## config.mk

```make
export PLATFORM = sky130hd
export DESIGN_NAME = mmio_responder
export DESIGN_NICKNAME = d
export VERILOG_FILES = /design/src/rtl/mmio_responder.sv
export SDC_FILE = /design/constraint.sdc
export NUM_CORES = 1
export LEC_CHECK = 0
export BUFFER_PORTS_ARGS = -buffer_cell sky130_fd_sc_hd__buf_2
export CAP_MARGIN = 20
export CORE_UTILIZATION = 36
export CTS_CLUSTER_SIZE = 25
export DETAILED_ROUTE_END_ITERATION = 6
export SLEW_MARGIN = 10
export SYNTH_ARGS = -nofsm -noshare
export SYNTH_HDL_FRONTEND = slang
export SYNTH_SLANG_ARGS = --single-unit
```

## constraint.sdc

```tcl
create_clock -name Clk -period 2.9 [get_ports Clk]
set_clock_uncertainty 0.1 [all_clocks]
set_input_delay 0.145 -clock Clk [delete_from_list [all_inputs] [get_ports Clk]]
set_output_delay 0.145 -clock Clk [all_outputs]
set_load 0.1 [all_outputs]
```

## src/rtl/mmio_responder.sv

```systemverilog
// Memory-mapped TX FIFO, status flags and compare timer answering the CPU bus
// in a 16-byte window at BASE; Dataout is registered to match Memory's latency.
module mmio_responder #(
    parameter logic [31:0] BASE  = 32'h00000100,
    parameter int          DEPTH = 4
) (
    input  logic        Clk,
    input  logic        Reset,
    input  logic [31:0] Address,
    input  logic        Wr,
    input  logic [31:0] Datain,
    output logic [31:0] Dataout,
    output logic        Hit,
    output logic [7:0]  TxData,
    output logic        TxValid,
    input  logic        TxReady,
    output logic        Irq
);
    localparam int             PW       = (DEPTH > 1) ? $clog2(DEPTH) : 1;
    localparam logic [2:0]     FULL_CNT = 3'(DEPTH);
    localparam logic [PW-1:0]  LAST     = PW'(DEPTH - 1);

    localparam logic [1:0] OFF_DATA = 2'd0, OFF_STATUS = 2'd1,
                           OFF_TIMER = 2'd2, OFF_COMPARE = 2'd3;

    logic [7:0]    mem_q [DEPTH];
    logic [PW-1:0] wr_ptr_q, wr_ptr_d, rd_ptr_q, rd_ptr_d;
    logic [2:0]    count_q, count_d;
    logic          ovf_q, ovf_d, irq_q, irq_d;
    logic [31:0]   timer_q, timer_d, cmp_q, cmp_d, dout_q, dout_d;

    logic [1:0]    off;
    logic          empty, full, wr_hit, push_req, push_ok, pop;
    logic [31:0]   status, rd_val;

    assign Hit     = (Address[31:4] == BASE[31:4]);
    assign off     = Address[3:2];
    assign empty   = (count_q == 3'd0);
    assign full    = (count_q == FULL_CNT);
    assign TxValid = !empty;
    assign TxData  = empty ? 8'h00 : mem_q[rd_ptr_q];
    assign Irq     = irq_q;
    assign Dataout = dout_q;

    assign wr_hit   = Wr && Hit;
    assign push_req = wr_hit && (off == OFF_DATA);
    assign pop      = TxValid && TxReady;
    // A pop on the same edge frees the slot, so a push into a full FIFO still lands.
    assign push_ok  = push_req && (!full || pop);
    assign status   = {25'd0, count_q, irq_q, ovf_q, full, empty};

    always_comb begin
        rd_val = 32'd0;
        case (off)
            OFF_DATA:    rd_val = {24'd0, TxData};
            OFF_STATUS:  rd_val = status;
            OFF_TIMER:   rd_val = timer_q;
            OFF_COMPARE: rd_val = cmp_q;
            default:     rd_val = 32'd0;
        endcase
    end

    always_comb begin
        wr_ptr_d = wr_ptr_q;
        rd_ptr_d = rd_ptr_q;
        count_d  = count_q;
        if (push_ok) wr_ptr_d = (wr_ptr_q == LAST) ? '0 : wr_ptr_q + 1'b1;
        if (pop)     rd_ptr_d = (rd_ptr_q == LAST) ? '0 : rd_ptr_q + 1'b1;
        case ({push_ok, pop})
            2'b10:   count_d = count_q + 3'd1;
            2'b01:   count_d = count_q - 3'd1;
            default: count_d = count_q;
        endcase

        // Clear first, then set, so a coincident set wins.
        ovf_d = ovf_q;
        irq_d = irq_q;
        if (wr_hit && off == OFF_STATUS && Datain[2]) ovf_d = 1'b0;
        if (wr_hit && off == OFF_STATUS && Datain[3]) irq_d = 1'b0;
        if (push_req && full && !pop)                 ovf_d = 1'b1;
        if (timer_q == cmp_q)                         irq_d = 1'b1;

        timer_d = (wr_hit && off == OFF_TIMER) ? Datain : timer_q + 32'd1;
        cmp_d   = (wr_hit && off == OFF_COMPARE) ? Datain : cmp_q;
        dout_d  = (Hit && !Wr) ? rd_val : 32'd0;
    end

    always_ff @(posedge Clk) begin
        if (push_ok) mem_q[wr_ptr_q] <= Datain[7:0];
    end

    always_ff @(posedge Clk or posedge Reset) begin
        if (Reset) begin
            wr_ptr_q <= '0;
            rd_ptr_q <= '0;
            count_q  <= 3'd0;
            ovf_q    <= 1'b0;
            irq_q    <= 1'b0;
            timer_q  <= 32'd0;
            cmp_q    <= 32'hFFFFFFFF;
            dout_q   <= 32'd0;
        end else begin
            wr_ptr_q <= wr_ptr_d;
            rd_ptr_q <= rd_ptr_d;
            count_q  <= count_d;
            ovf_q    <= ovf_d;
            irq_q    <= irq_d;
            timer_q  <= timer_d;
            cmp_q    <= cmp_d;
            dout_q   <= dout_d;
        end
    end
endmodule
```

==> flow_summary.ini, run 1 <==
[run_status]
status = completed

[synthesis]
synth_edf_count = 32
avgSynthCellArea_um2 = 12.0
ys_seq_elements = 137
syn_area_mm2 = 0.00680
synthDistinctLibCells = 51
syn_inst = 564
async_flop_share = 0.766
yosysWarnings = 0
synth-seq-area-share = 0.534
synth_flop_cell = dfrtp_1
syn-num-nets = 639

[timing]
setup_viol = 0
fin_crit_sh = 0.891
fin_setup_tns_ns = 0
slew_violations = 0
hold_viol = 0
post-route-min-period_ns = 2.58
fmaxAchievable_mhz = 387
tightest_slew_ns = 0.749
rsz0062_at_grt = no
slew_headroom = 0.496

[global_routing]
grt_use_met3 = 0.0440
grt_pass1_vias = 5113
gr-total-overflow = 0
grt_max_degree = 46
antenna_found_initial = 0
grt_pass1_wl_um = 27100
grtUsageTotal = 0.183
met1_usage = 0.236
met2_usage = 0.299
grt-busiest-layer = met2

[finish]
mostFrequentLayoutCells = buf_2 (108), dfrtp_1 (73), nor2_1 (55), xnor2_1 (50), mux2_2 (39)
final_common_cell = buf_2
antenna_cells = 0
fin_nets = 775
drive_gt1_frac = 0.330
final_util = 0.466
areaGrowthSynthToFinish_pct = 24.9
nFillCells = 1659
stdcell_area_mm2 = 0.00849

[clock_tree]
clock_latency_ns = 0.43
hold_buffers = 33
cts_tree = yes
post_cts_buffers = 0
path_clk_slew_ns = 0.05
htreeDepth = 4
ctsResizeCount = 0
cts.sinks = 137
cts_max_path_buffers = 2
root_buffer = clkbuf_16
cts_buffers = 17

[worst_setup_path]
crit_family = simple AND/OR/NAND/NOR gates
crit_required_ns = 3.13
critPathMaxFanout = 11
cp-start-kind = flip-flop
reg2reg_from = count_q[1]$_DFFE_PP0P_
cp_common_cell = nor3_1
arrival_ns = 2.81
crit_buf_inv = 1
path_cells = nor3_1, inv_1, nand3_1, fa_1, and2_1, o22ai_1, o311ai_0, nor3_1
crit_type = reg2reg
critical_path.max_stage_delay_ns = 0.48
critPathSlowestCell = dfrtp_1
end_kind = flip-flop
critPathLaunch = count_q[1]$_DFFE_PP0P_

[worst_hold_path]
hold_path_class = in2reg
hp-start = TxReady

[flow_run]
maxCapViolCount = 0

[placement]
hpwl_um = 11600
dpl_cell_area_mm2 = 0.00756
gp_congestion = 0.771
port_buffers = 108

[pwr]
power_density_mw_per_mm2 = 661
irDropWorstVdd_mv = 0.448
p_leak_nw = 3.59
total_power_mw = 5.61

[detailed_routing]
dr_total_vias = 4861
dr.pass1.iters = 7
wl_per_cell_um = 17.8
drc = 0
viasPerCell = 5.16
drt-initial-drc-count = 300
ant_nets = 0
wirelength_um = 16800

[die]
pin_count = 111
die_h_um = 139
core-area_mm2 = 0.0182
rows = 49
chipWidth_um = 139
initial_core_util = 0.373
dieArea_mm2 = 0.0194
final timing paths:
path | cells past startpoint | end | slack [ns]
setup / recovery | 8 | count_q[1]$_DFFE_PP0P_ | 0.32
hold / removal | 4 | count_q[2]$_DFFE_PP0P_ | 0.1
setup reg to reg | 8 | count_q[1]$_DFFE_PP0P_ | 0.32
hold reg to reg | 2 | ovf_q$_DFFE_PP0P_ | 0.47
max in group asynchronous | 4 | cmp_q[10]$_DFFE_PP1P_ | 1.56
min in group asynchronous | 3 | Dataout[27]$_DFF_PP0_ | 0.23
where the power goes:
group	total [mW]	internal (mW)	leakage [nW]	switching, mW
registers	2.12	2.01	1.57	0.106
clock network	2.17	1.39	0.286	0.783
logic	1.32	0.379	1.73	0.938
total	5.61	3.78	3.59	1.83
flip-flops by register name, indices dropped and copies added (netlist names), 2 cells and up:
| register | cells |
|---|---|
| Dataout | 32 |
| cmp_q | 32 |
| mem_q | 32 |
| timer_q | 32 |
| count_q | 3 |
| rd_ptr_q | 2 |
| wr_ptr_q | 2 |
worst reg2reg max path, delay by kind of cell (launching register included):
family	cells	cell delay, ns
flops	1	0.48
buf+inv	1	0.28
fa+ha+maj	1	0.44
compound gates	2	0.25
simple gates	4	0.95
layer usage:
layer | vias up | wire (um)
met1 | 2421 | 7560
met4 | 0 | 274
li1 | 2292 | -
met3 | 16 | 810
met5 | - | 0
met2 | 132 | 8140
metrics by stage:
| step | setup slack, ns | cells | hold WS [ns] |
|---|---|---|---|
| 2_1_floorplan | 0.0952 | 564 | 0.144 |
| 3_3_place_gp | 0.321 | 877 | 0.123 |
| 3_5_place_dp | 0.130 | 877 | 0.123 |
| 4_1_cts | 0.356 | 942 | 0.0835 |
| 5_1_grt | 0.0547 | 942 | 0.155 |
| 6_report | 0.317 | 942 | 0.0993 |
kinds of logic after synthesis:
logic type / count (synthesis) / synth area share
AO/OA/AOI/OAI: 49 / 0.0446
XOR/XNOR: 63 / 0.0812
adder cells (fa/ha/maj): 7 / 0.0140
buffers and inverters: 45 / 0.0307
flip-flops: 137 / 0.534
multiplexers: 85 / 0.149
AND/OR/NAND/NOR: 178 / 0.147
final cells by class:
type | count | area [um2] | share of cell area
clock buffer | 27 | 515 | 0.0607
timing repair buffer | 152 | 978 | 0.115
clock inverter | 5 | 81.3 | 0.00958
sequential | 137 | 3630 | 0.427
multi-input combinational | 382 | 2960 | 0.348
inverter | 10 | 41.3 | 0.00486
tap | 229 | 287 | 0.0338
Yosys cell counts (all sizes together) (17+ instances only):
master,instances,area [um2]
a21oi,25,125
clkbuf,23,86.3
dfrtp,73,1830
dfstp,32,841
edfxtp,32,961
mux2,46,522
mux2i,31,310
nand3,21,105
nand4,18,128
nor2,56,213
nor4,17,149
xnor2,50,438
(Power assumes the default switching activity.)
==> run 2: changes to the inputs <==
- ABC_AREA: not set -> 1
- ABC_CLOCK_PERIOD_IN_PS: not set -> 2900
==> run 2 against run 1 <==
Compared with the run above: register-to-register slack improved by 0.35 ns; global-route usage increased by 0.95 points; via count increased by 21%; worst setup slack improved by 0.027 ns; critical path depth decreased by 3; combinational power increased by 16%; clock power decreased by 5%; final cell count increased by 32%; utilization decreased by 0.25 points; highest routed layer unchanged.
==> flow_summary.ini, run 2 <==
[run_status]
status = completed

[timing]
tightest_slew_ns = 0.989
hold_viol = 0
slew_violations = 0
fin_setup_tns_ns = 0
fmaxAchievable_mhz = 391
setup_viol = 0
slew_headroom = 0.340
fin_crit_sh = 0.881
rsz0062_at_grt = no
post-route-min-period_ns = 2.56

[worst_setup_path]
reg2reg_from = count_q[0]$_DFFE_PP0P_
arrival_ns = 2.31
critPathLaunch = rd_ptr_q[1]$_DFFE_PP0P_
crit_type = reg2out
end_kind = primary output
r2r_end = count_q[2]$_DFFE_PP0P_
cp-start-kind = flip-flop
crit_path_end = TxData[4]
critPathMaxFanout = 10
rr_worst_depth = 10
crit_required_ns = 2.65
reg2reg_slack_ns = 0.67

[synthesis]
ys_top_cells_by_count = nand2_1 (199), nor2_1 (95), inv_1 (89), dfrtp_1 (73), o21ai_0 (69)
synth_top_area_cell = dfrtp_1
avgSynthCellArea_um2 = 8.51
synth_edf_count = 32
ys_seq_elements = 137
syn-num-nets = 902
synth.area.top_cells = dfrtp_1 (26%), edfxtp_1 (14%), dfstp_2 (12%)
async_flop_share = 0.766
yosysWarnings = 0
yosysTopAreaCellShare = 0.260
synth_flop_cell = dfrtp_1
syn_area_mm2 = 0.00703
syn_inst = 827
synth.most_common_cell = nand2_1
synthDistinctLibCells = 45
synth-seq-area-share = 0.516

[global_routing]
antenna_found_initial = 0
gr-total-overflow = 0
grtUsageTotal = 0.193
grt_pass1_wl_um = 29500
grt_pass1_vias = 5723
grt_max_degree = 52

[die]
die_h_um = 142
dieArea_mm2 = 0.0201
core-area_mm2 = 0.0190
chipWidth_um = 142
initial_core_util = 0.371
rows = 50
pin_count = 111

[detailed_routing]
drt-initial-drc-count = 408
viasPerCell = 4.75
dr_total_vias = 5891
dr.pass1.iters = 5
drc = 0
ant_nets = 0
wirelength_um = 18000
wl_per_cell_um = 14.5

[worst_hold_path]
hp-start = Wr
hold_path_class = in2reg

[placement]
port_buffers = 108
gp_congestion = 0.892
hpwl_um = 12800

[finish]
antenna_cells = 0
drive_gt1_frac = 0.225
areaGrowthSynthToFinish_pct = 25.0
final_util = 0.464
nFillCells = 1859
fin_nets = 1043
final_common_cell = nand2_1
mostFrequentLayoutCells = nand2_1 (199), buf_2 (108), nor2_1 (94), inv_1 (88), dfrtp_1 (73)

[clock_tree]
root_buffer = clkbuf_16
htreeDepth = 4
cts_tree = yes
cts.sinks = 137
cts_max_path_buffers = 2
path_clk_slew_ns = 0.06
cts_buffers = 17
clock_latency_ns = 0.43

[flow_run]
maxCapViolCount = 0

[pwr]
power_density_mw_per_mm2 = 644
p_leak_nw = 3.86
irDropWorstVdd_mv = 0.603
==> run 2: changes by cell type in the layout (fill, tap and decap cells not counted), moves of 14 or more <==
cell	change
inv_1	+79
o21ai_0	+67
mux2i_1	-31
nor2_1	+39
xnor2_1	-16
nand2_1	+184
mux2_2	-38
a211oi_1	-14
==> run 2: what timing repair did <==
item,4_1_cts,5_1_grt
hold buffers,34,0
endpoints found under the hold margin,119,0
gates resized for setup,0,0
buffers inserted,0,0
==> run 2: worst min-delay path by stage <==
stage | endpoint | slack, ns | cells past startpoint
3_5_place_dp | Dataout[5]$_DFF_PP0_ | 0.22 | 2
2_1_floorplan | mem_q[0][0]$_DFFE_PP_ | 0.14 | 0
5_1_grt | ovf_q$_DFFE_PP0P_ | 0.08 | 4
4_1_cts | ovf_q$_DFFE_PP0P_ | 0.04 | 4
6_report | ovf_q$_DFFE_PP0P_ | 0.06 | 4
3_3_place_gp | Dataout[5]$_DFF_PP0_ | 0.22 | 2
==> run 2: final cells by class <==
cell class,instances,area (um2),share of cell area
Inverter,92,350,0.0399
Multi-Input combinational cell,565,2930,0.333
Clock inverter,11,96.3,0.0110
Timing Repair Buffer,155,991,0.113
Clock buffer,21,470,0.0535
Sequential cell,137,3630,0.413
Tap cell,260,325,0.0370
==> run 2: power breakdown <==
part / switching (mW) / internal, mW / leakage (nW)
clock: 0.826 / 1.24 / 0.263
combinational: 1.19 / 0.333 / 2.06
sequential: 0.0609 / 2.01 / 1.54
==> run 2: per-layer routing <==
metal | track usage | vias to the layer above | part of all wire
met5 | 0 | - | 0
met4 | 0.0707 | 0 | 0.021
li1 | - | 2951 | -
met3 | 0.0449 | 27 | 0.047
met1 | 0.265 | 2765 | 0.48
met2 | 0.295 | 148 | 0.45
==> run 2: stage by stage <==
stage | total power, mW | hold WS (ns) | area, um2 | worst slack [ns] | std cells
2_1_floorplan | 3.28 | 0.144 | 7060 | 0.0540 | 827
3_3_place_gp | 3.58 | 0.222 | 7880 | 0.780 | 1175
3_5_place_dp | 3.60 | 0.225 | 7880 | 0.704 | 1175
4_1_cts | 5.70 | 0.0425 | 8790 | 0.321 | 1241
5_1_grt | 5.90 | 0.0817 | 8790 | 0.135 | 1241
6_report | 5.66 | 0.0553 | 8790 | 0.344 | 1241
==> run 2: critical path, cell delays in order, from the launching register on <==
cell and delay [ns]:
dfrtp_1 0.55, clkinv_1 0.36, nor2_1 0.17, o21ai_0 0.09, a21oi_1 0.24, buf_2 0.48
==> run 2: kinds of logic after synthesis <==
logic type,Yosys count,share of synthesized area
multiplexers,7,0.0144
AO/OA/AOI/OAI,127,0.0962
buffers and inverters,125,0.0713
adder cells (fa/ha/maj),7,0.0135
AND/OR/NAND/NOR,373,0.225
flip-flops,137,0.516
XOR/XNOR,51,0.0635
